===== src/rtl/fpadd_pkg.sv =====
// Shared constants, state codes and binary32 field helpers
// for the sequential FP adder.
package fpadd_pkg;

  localparam int EXP_W = 8;
  localparam int MAN_W = 23;
  localparam int SIG_W = MAN_W + 1;
  localparam int BIAS  = 127;

  localparam logic [31:0] QNAN    = 32'h7FC00000;
  localparam logic [31:0] POS_INF = 32'h7F800000;
  localparam logic [31:0] NEG_INF = 32'hFF800000;

  localparam logic [EXP_W-1:0] EXP_ALL1 = 8'hFF;
  localparam logic [EXP_W-1:0] EXP_TOP  = 8'hFE;
  localparam logic [EXP_W-1:0] EXP_ONE  = 8'h01;

  localparam logic [2:0] S_IDLE  = 3'd0;
  localparam logic [2:0] S_ALIGN = 3'd1;
  localparam logic [2:0] S_ADD   = 3'd2;
  localparam logic [2:0] S_NORM  = 3'd3;
  localparam logic [2:0] S_DONE  = 3'd4;

  function automatic logic fp_sign(input logic [31:0] x);
    return x[31];
  endfunction

  function automatic logic [EXP_W-1:0] fp_exp(input logic [31:0] x);
    return x[30:23];
  endfunction

  function automatic logic [MAN_W-1:0] fp_frac(input logic [31:0] x);
    return x[22:0];
  endfunction

  function automatic logic [31:0] fp_pack(
    input logic             s,
    input logic [EXP_W-1:0] e,
    input logic [MAN_W-1:0] f
  );
    return {s, e, f};
  endfunction

endpackage


===== src/rtl/fp_classify.sv =====
// Combinational binary32 operand classifier; denormals read as zero
// so the datapath never sees a sig without its hidden bit.
module fp_classify
  import fpadd_pkg::*;
(
  input  logic [31:0]      x_i,
  output logic             sign_o,
  output logic             is_zero_o,
  output logic             is_inf_o,
  output logic             is_nan_o,
  output logic [EXP_W-1:0] exp_o,
  output logic [SIG_W-1:0] sig_o
);

  logic [EXP_W-1:0] e;
  logic [MAN_W-1:0] f;

  assign e = fp_exp(x_i);
  assign f = fp_frac(x_i);

  assign sign_o    = fp_sign(x_i);
  assign is_zero_o = (e == '0);
  assign is_inf_o  = (e == EXP_ALL1) && (f == '0);
  assign is_nan_o  = (e == EXP_ALL1) && (f != '0);
  assign exp_o     = e;
  assign sig_o     = is_zero_o ? '0 : {1'b1, f};

endmodule


===== src/rtl/fpadd_seq_ctrl.sv =====
// Multi-cycle binary32 adder: one op in flight, stepping a shared
// datapath through align, add, normalise and pack.
module fpadd_seq_ctrl
  import fpadd_pkg::*;
(
  input  logic        clk,
  input  logic        rst,
  input  logic        in_valid,
  output logic        in_ready,
  input  logic [31:0] a_in,
  input  logic [31:0] b_in,
  output logic        out_valid,
  input  logic        out_ready,
  output logic [31:0] sum_out,
  output logic        busy
);

  logic [2:0]       state_q, state_d;
  logic [31:0]      a_q, a_d;
  logic [31:0]      b_q, b_d;
  logic             sign_q, sign_d;
  logic             sub_q, sub_d;
  logic [EXP_W-1:0] exp_q, exp_d;
  logic [SIG_W-1:0] siga_q, siga_d;
  logic [SIG_W-1:0] sigb_q, sigb_d;
  logic [SIG_W:0]   sig_q, sig_d;
  logic [31:0]      res_q, res_d;

  logic             ca_sign, ca_zero, ca_inf, ca_nan;
  logic             cb_sign, cb_zero, cb_inf, cb_nan;
  logic [EXP_W-1:0] ca_exp, cb_exp;
  logic [SIG_W-1:0] ca_sig, cb_sig;

  fp_classify u_cls_a (
    .x_i      (a_q),
    .sign_o   (ca_sign),
    .is_zero_o(ca_zero),
    .is_inf_o (ca_inf),
    .is_nan_o (ca_nan),
    .exp_o    (ca_exp),
    .sig_o    (ca_sig)
  );

  fp_classify u_cls_b (
    .x_i      (b_q),
    .sign_o   (cb_sign),
    .is_zero_o(cb_zero),
    .is_inf_o (cb_inf),
    .is_nan_o (cb_nan),
    .exp_o    (cb_exp),
    .sig_o    (cb_sig)
  );

  logic             a_ge_b;
  logic [EXP_W-1:0] big_exp, sml_exp, shamt;
  logic [SIG_W-1:0] big_sig, sml_sig, sml_sh;
  logic [SIG_W:0]   sum, sig_r, sig_l;
  logic [EXP_W-1:0] exp_inc, exp_dec;

  assign a_ge_b  = {ca_exp, ca_sig} >= {cb_exp, cb_sig};
  assign big_exp = a_ge_b ? ca_exp : cb_exp;
  assign sml_exp = a_ge_b ? cb_exp : ca_exp;
  assign big_sig = a_ge_b ? ca_sig : cb_sig;
  assign sml_sig = a_ge_b ? cb_sig : ca_sig;
  assign shamt   = big_exp - sml_exp;
  // Truncating align: anything shifted past the sig width is lost
  assign sml_sh  = (shamt >= 8'd24) ? '0 : (sml_sig >> shamt);

  assign sum     = sub_q ? ({1'b0, siga_q} - {1'b0, sigb_q})
                         : ({1'b0, siga_q} + {1'b0, sigb_q});
  assign sig_r   = sig_q >> 1;
  assign sig_l   = sig_q << 1;
  assign exp_inc = exp_q + 8'd1;
  assign exp_dec = exp_q - 8'd1;

  always_comb begin
    state_d = state_q;
    a_d     = a_q;
    b_d     = b_q;
    sign_d  = sign_q;
    sub_d   = sub_q;
    exp_d   = exp_q;
    siga_d  = siga_q;
    sigb_d  = sigb_q;
    sig_d   = sig_q;
    res_d   = res_q;
    case (state_q)
      S_IDLE: begin
        if (in_valid) begin
          a_d     = a_in;
          b_d     = b_in;
          state_d = S_ALIGN;
        end
      end
      S_ALIGN: begin
        state_d = S_DONE;
        if (ca_nan || cb_nan || (ca_inf && cb_inf && (ca_sign != cb_sign))) begin
          res_d = QNAN;
        end else if (ca_inf) begin
          res_d = ca_sign ? NEG_INF : POS_INF;
        end else if (cb_inf) begin
          res_d = cb_sign ? NEG_INF : POS_INF;
        end else if (ca_zero && cb_zero) begin
          res_d = {ca_sign & cb_sign, 31'b0};
        end else begin
          sign_d  = a_ge_b ? ca_sign : cb_sign;
          sub_d   = ca_sign ^ cb_sign;
          exp_d   = big_exp;
          siga_d  = big_sig;
          sigb_d  = sml_sh;
          state_d = S_ADD;
        end
      end
      S_ADD: begin
        sig_d = sum;
        if (sum == '0) begin
          res_d   = '0;
          state_d = S_DONE;
        end else if (!sum[SIG_W] && sum[SIG_W-1]) begin
          res_d   = fp_pack(sign_q, exp_q, sum[MAN_W-1:0]);
          state_d = S_DONE;
        end else begin
          state_d = S_NORM;
        end
      end
      S_NORM: begin
        // Each cycle shifts once and packs if that shift normalised
        if (sig_q[SIG_W]) begin
          state_d = S_DONE;
          if (exp_q == EXP_TOP) begin
            res_d = sign_q ? NEG_INF : POS_INF;
          end else begin
            sig_d = sig_r;
            exp_d = exp_inc;
            res_d = fp_pack(sign_q, exp_inc, sig_r[MAN_W-1:0]);
          end
        end else if (!sig_q[SIG_W-1]) begin
          if (exp_q == EXP_ONE) begin
            res_d   = '0;
            state_d = S_DONE;
          end else begin
            sig_d = sig_l;
            exp_d = exp_dec;
            if (sig_q[SIG_W-2]) begin
              res_d   = fp_pack(sign_q, exp_dec, sig_l[MAN_W-1:0]);
              state_d = S_DONE;
            end
          end
        end else begin
          res_d   = fp_pack(sign_q, exp_q, sig_q[MAN_W-1:0]);
          state_d = S_DONE;
        end
      end
      S_DONE: begin
        if (out_ready) state_d = S_IDLE;
      end
      default: state_d = S_IDLE;
    endcase
  end

  always_ff @(posedge clk or posedge rst) begin
    if (rst) begin
      state_q <= S_IDLE;
      a_q     <= '0;
      b_q     <= '0;
      sign_q  <= 1'b0;
      sub_q   <= 1'b0;
      exp_q   <= '0;
      siga_q  <= '0;
      sigb_q  <= '0;
      sig_q   <= '0;
      res_q   <= '0;
    end else begin
      state_q <= state_d;
      a_q     <= a_d;
      b_q     <= b_d;
      sign_q  <= sign_d;
      sub_q   <= sub_d;
      exp_q   <= exp_d;
      siga_q  <= siga_d;
      sigb_q  <= sigb_d;
      sig_q   <= sig_d;
      res_q   <= res_d;
    end
  end

  assign in_ready  = (state_q == S_IDLE);
  assign out_valid = (state_q == S_DONE);
  assign busy      = (state_q != S_IDLE);
  assign sum_out   = res_q;

endmodule

===== config.mk =====
export PLATFORM = sky130hd
export DESIGN_NAME = fpadd_seq_ctrl
export DESIGN_NICKNAME = d
export VERILOG_FILES = /design/src/rtl/fpadd_pkg.sv /design/src/rtl/fp_classify.sv /design/src/rtl/fpadd_seq_ctrl.sv
export SDC_FILE = /design/constraint.sdc
export NUM_CORES = 1
export LEC_CHECK = 0
export BUFFER_PORTS_ARGS = -buffer_cell sky130_fd_sc_hd__buf_2
export CORE_MARGIN = 1.5
export CORE_UTILIZATION = 39
export CTS_CLUSTER_SIZE = 25
export DETAILED_ROUTE_END_ITERATION = 8
export PLACE_DENSITY_LB_ADDON = 0.2
export SYNTH_ARGS = -nofsm -noshare
export SYNTH_HDL_FRONTEND = slang
export SYNTH_HIERARCHICAL = 1
export SYNTH_SLANG_ARGS = --single-unit

===== constraint.sdc =====
create_clock -name clk -period 12.3 [get_ports clk]
set_input_delay 1.23 -clock clk [delete_from_list [all_inputs] [get_ports clk]]
set_output_delay 1.23 -clock clk [all_outputs]
set_load 0.005 [all_outputs]

==> out/results.ini, run 1 <==
[clock_network]
numClockSinks=182
cts.path.max_buffers=2
postCtsResizedCells=0
ctsHoldBuffers=0
clkLatencyLatePin_ns=0.45
root_buffer=clkbuf_16
tritoncts=built
clk_pin_slew_ns=0.08
cts_buffers=17
cts_setup_buffers=0
htreeDepth=4

[critical_path]
cp-start-kind=flop
critPathBufInv=0
end_kind=flop
crit_required_ns=12.65
cp.arrival_ns=7.06
crit_slowest_cell=nand2_2
worst-setup-path-type=reg -> reg
critical_path.top_delay_family=simple AND/OR/NAND/NOR gates
crit_fanout=35
r2r_slack_ns=5.60
path_cells=nor4_1 -> nand2_1 -> and2_1 -> ha_1 -> a21oi_1 -> o21ai_0 -> a221oi_1 -> o311a_1 -> nand2_2 -> and4_1 -> or3_1 -> nor3_1 -> o21a_1 -> nand3_2 -> o31ai_1
max_stage_delay_ns=0.81

[floorplan]
die-area_mm2=0.0376
core-area_mm2=0.0357
row_count=69
die_y_um=194
die_x_um=194
io_pins=103
start_util_pct=39.8

[routing]
viasPerCell=5.90
route.detailed.drc=6
finalWirelength_mm=41.4
vias=12290
ant_nets=0
wl_per_cell_um=19.9
drt_iter0_markers=957
dr.pass1.iters=7

[timing]
fin_crit_ns=6.70
relSlewSlack_pct=20.7
hold_viol=0
fmax_mhz=149
min_period_over_period_pct=54.5
finClkSkew_ns=0.0121
maxSlewViolCount=0
worst_slew_pin_slew_ns=1.19
grt_setup_unrepaired=false
setup-violations-final=0
finalSetupTns_ns=0

[grt]
overflow=0
grt_first_pass_wirelength_mm=66.9
grt_pass1_vias=11736
grt_start_max_net_pins=76
antenna_found_initial=1
track_usage_pct=22.2

[placement]
place_congestion=0.914
dpl_cell_area_mm2=0.0149
port_buffers=102
dp_hpwl_mm=31.5

[logic_synthesis]
syn_area_mm2=0.0142
ys.flop_type=dfrtp_1
synth.area.top_cells=dfrtp_1 32%, mux2_2 5.7%, ha_1 5.5%, a21oi_1 5.4%, mux2i_1 4.6%
async_reset_ff_share_pct=100
ys_types=96
yosys.area.top_type=dfrtp_1
synth_seq_cells=182
syn_area_per_cell_um2=8.99
synth.top_cell.area_share_pct=32.1
syn_inst=1581
ys_seq_area_share_pct=32.1
ys_warn_count=6
synth_nets=1713
synth_edf_count=0

[finish]
layout-drive-gt1-share_pct=19.0
final_nets=1741
fin_area_mm2=0.0155
fillers=3570
area.growth.synth_to_final_pct=8.97
antenna_cells=0

[run]
cap_viol_max_count=0

[run_status]
violations=DRC
outcome=finished, violations left

[min_path]
hold_path_class=reg -> reg

## sequential cells by signal, indices dropped and copies added (netlist names)
register,count
a_q,32
b_q,32
exp_q,8
sig_q,25
siga_q,24
sigb_q,24
sign_q,1
state_q,3
sub_q,1
sum_out,32
## worst reg2reg max path: stages (launching register included)
cell and delay (ns):
dfrtp_1 0.46, nor4_1 0.35, nand2_1 0.58, and2_1 0.45, ha_1 0.32, a21oi_1 0.16
o21ai_0 0.11, a221oi_1 0.44, o311a_1 0.80, nand2_2 0.81, and4_1 0.51, or3_1 0.45
nor3_1 0.26, o21a_1 0.26, nand3_2 0.30, o31ai_1 0.34
## synth_stat cells, drive strengths merged (36+ instances only)
master	count
inv	79
xnor2	36
a21oi	157
mux2	90
nor2	98
clkbuf	64
mux2i	66
dfrtp	182
and2	53
nand2	119
nor3	43
ha	63
o21ai	107
buf	48
## logic make-up (layout without fill, tap and decap cells)
logic type / Yosys count / count (layout) / share of synthesized area [%]
AO/OA/AOI/OAI: 455 / 455 / 20.6
AND/OR/NAND/NOR: 454 / 454 / 16.2
buffers and inverters: 191 / 231 / 5.94
flip-flops: 182 / 182 / 32.1
multiplexers: 181 / 181 / 16.0
adder cells (fa/ha/maj): 64 / 64 / 5.69
XOR/XNOR: 54 / 54 / 3.43
## worst paths after layout
kind	from	end	depth (start not counted)
min reg2reg	sum_out[0]	sum_out[0]	1
min in group asynchronous	rst	exp_q[7]	2
max in group asynchronous	rst	sig_q[14]	3
max	a_q[23]	sigb_q[23]	15
max reg2reg	a_q[23]	sigb_q[23]	15
min	sum_out[0]	sum_out[0]	1
## cell type report
class / count / area (um2) / share of cell area, %
inverter: 79 / 302 / 1.95
sequential: 182 / 4550 / 29.4
clock inverter: 13 / 138 / 0.889
timing repair buffer: 121 / 653 / 4.22
multi-input combinational: 1208 / 8820 / 57.0
tap: 461 / 577 / 3.73
clock buffer: 18 / 439 / 2.84
## per-layer routing
layer  GRT usage (%)  vias up  part of all wire [%]
met4            5.35        0                   1.4
met1            32.5     6036                    49
met3            2.90       32                   4.2
met5               0        -                     0
met2            34.7      340                    45
li1                -     5882                     -
## cell usage in the layout (no fill, tap or decap), types with 11 or more instances in the layout
master / count
nor3_1: 41
mux2_2: 72
xor2_1: 18
nor2_1: 97
and2_1: 52
a31oi_1: 23
o22ai_1: 12
buf_2: 102
ha_1: 63
a21o_1: 12
nor4_1: 21
mux2_4: 11
o21ai_0: 99
and3_1: 25
o221ai_1: 15
nand3_1: 23
mux2i_1: 66
nand2_1: 117
inv_1: 78
o21a_1: 12
mux4_2: 25
or3_1: 15
buf_4: 19
nand4_1: 20
a21oi_1: 153
dfrtp_1: 182
clkbuf_16: 17
o211ai_1: 13
a211o_1: 14
xnor2_1: 34
## per-stage QoR
stage / std cells / setup slack [ns] / hold slack [ns] / util (%)
5_1_grt: 2082 / 5.15 / 0.502 / 43.3
3_3_place_gp: 2051 / 5.82 / 0.466 / 41.7
2_1_floorplan: 1581 / 6.13 / 0.456 / -
4_1_cts: 2082 / 5.65 / 0.492 / 43.3
6_report: 2082 / 5.60 / 0.487 / 43.3
3_5_place_dp: 2051 / 5.69 / 0.474 / 41.7
Power of run 1 is left out: the tool's default activity adds up to more than one toggle a clock period on the data nets, which glitch-free logic cannot reach.
==> inputs of run 2 (changes only) <==
- clock period: 12.3 -> 6.9 ns (I/O delays scaled with it)
==> out/results.ini, run 2 (synthesis gave the netlist of run 1 again) <==
[floorplan]
io_pins=103  ; unchanged
die_y_um=194  ; unchanged
die_x_um=194  ; unchanged
core-area_mm2=0.0357  ; unchanged
row_count=69  ; unchanged
start_util_pct=39.8  ; unchanged
die-area_mm2=0.0376  ; unchanged

[run_status]
violations=DRC
outcome=finished, violations left

[critical_path]
end_kind=flop
path_cells=nor4_1 -> nand2_1 -> and2_1 -> ha_1 -> a21o_1 -> a31oi_1 -> o211ai_1 -> o32ai_2 -> nand4_1 -> and2_1 -> ha_1 -> a31oi_1 -> nand2_1 -> xor2_1 -> mux4_2 -> mux2i_1 -> o21ai_0 -> a32o_1
crit_slowest_cell=mux4_2
critical_path.top_delay_family=simple AND/OR/NAND/NOR gates
cp.arrival_ns=6.25  ; -0.81 ns
worst-setup-path-type=reg -> reg
cp-start-kind=flop
crit_fanout=28  ; -20%
crit_required_ns=7.25  ; -5.40 ns
critPathBufInv=0  ; unchanged
max_stage_delay_ns=0.59  ; -0.22 ns

[clock_network]
root_buffer=clkbuf_16
tritoncts=built
cts_setup_buffers=0  ; unchanged
htreeDepth=4  ; unchanged
numClockSinks=182  ; unchanged
clk_pin_slew_ns=0.07  ; about the same
cts.path.max_buffers=2  ; unchanged
cts_buffers=17  ; unchanged
postCtsResizedCells=0  ; unchanged
ctsHoldBuffers=0  ; unchanged
clkLatencyLatePin_ns=0.46  ; about the same

[timing]
fmax_mhz=169  ; +14%
finalSetupTns_ns=0  ; unchanged
finClkSkew_ns=0.0162  ; +0.00418 ns
relSlewSlack_pct=37.4  ; +17 points
fin_crit_ns=5.90  ; -0.799 ns
grt_setup_unrepaired=false
min_period_over_period_pct=85.6  ; +31 points
hold_viol=0  ; unchanged
setup-violations-final=0  ; unchanged
worst_slew_pin_slew_ns=0.933  ; -0.252 ns
hold_slack_ns=0.301  ; -0.187 ns
maxSlewViolCount=0  ; unchanged

[grt]
overflow=0  ; unchanged
grt_first_pass_wirelength_mm=68.0  ; +1.7%
track_usage_pct=22.7  ; +0.53 points
grt_pass1_vias=11851  ; +0.98%
antenna_found_initial=1  ; unchanged
grt_start_max_net_pins=76  ; unchanged

[finish]
final_common_cell=dfrtp_1
final_cell_mix=182 x dfrtp_1, 153 x a21oi_1, 117 x nand2_1, 102 x buf_2, 99 x o21ai_0
final_nets=1746  ; +0.29%
fillers=3567  ; -0.084%
area.growth.synth_to_final_pct=9.34
antenna_cells=0  ; unchanged
layout-drive-gt1-share_pct=19.1  ; +0.13 points

[placement]
dp_hpwl_mm=32.1  ; +1.8%
place_congestion=0.939  ; +2.8%
port_buffers=102  ; unchanged

[run]
cap_viol_max_count=0  ; unchanged

[routing]
vias=12238  ; -0.42%
wl_met2_mm=19.0  ; +1.3%
dr.pass1.iters=7  ; unchanged
wirelength_met1_mm=20.4  ; +0.86%
wl_per_cell_um=20.2  ; +1.6%
viasPerCell=5.86  ; -0.66%
ant_nets=0  ; unchanged
drt_iter0_markers=970  ; +1.4%
highest_layer=met4
route.detailed.drc=6  ; unchanged
finalWirelength_mm=42.2  ; +1.9%
wl_met3_mm=1.82  ; +3.9%

[min_path]
hold_path_class=in -> async

[run 2: changes by cell type in the layout (fill, tap and decap cells not counted), moves of 2 or more]
| cell | delta |
|---|---|
| buf_4 | +4 |
| inv_8 | -3 |
| inv_6 | -2 |
| clkbuf_1 | +2 |
[run 2: metrics by stage]
stage,cells,instance area (um2),utilization (%),setup WS (ns)
3_3_place_gp,2056,15000,41.8,1.24
5_1_grt,2087,15500,43.5,0.547
6_report,2087,15500,43.5,0.996
2_1_floorplan,1581,14200,-,1.27
4_1_cts,2087,15500,43.5,1.05
3_5_place_dp,2056,15000,41.8,1.07
[run 2: worst paths after layout]
path,startpoint,to,slack [ns],cells past startpoint
min reg2reg,sum_out[4],sum_out[4],0.49,1
max reg2reg,a_q[29],sigb_q[1],1.0,18
min,rst,exp_q[7],0.30,2
max in group asynchronous,rst,siga_q[11],5.36,3
max,a_q[29],sigb_q[1],1.0,18
min in group clk,a_in[28],a_q[28],0.46,2
[run 2: worst register-to-register path: stages, from the launching register on]
cell      delay, ns
dfrtp_1        0.47
nor4_1         0.34
nand2_1        0.58
and2_1         0.46
ha_1           0.31
a21o_1         0.16
a31oi_1        0.25
o211ai_1       0.19
o32ai_2        0.39
nand4_1        0.16
and2_1         0.22
ha_1           0.19
a31oi_1        0.20
nand2_1        0.16
xor2_1         0.54
mux4_2         0.59
mux2i_1        0.20
o21ai_0        0.10
a32o_1         0.29
[run 2: routing by layer]
layer  global-route usage [%]  up-vias
met1                     33.0     5989
met2                     35.1      334
met3                     3.29       45
li1                         -     5870
met4                     6.42        0
met5                        0        -
[run 2: layout make-up]
type | count | area (um2) | area share, %
Clock inverter | 10 | 120 | 0.773
Inverter | 79 | 302 | 1.94
Timing Repair Buffer | 126 | 703 | 4.53
Clock buffer | 21 | 460 | 2.96
Tap cell | 461 | 577 | 3.71
Multi-Input combinational cell | 1208 | 8820 | 56.8
Sequential cell | 182 | 4550 | 29.3
Power of run 2 is left out for the same reason.
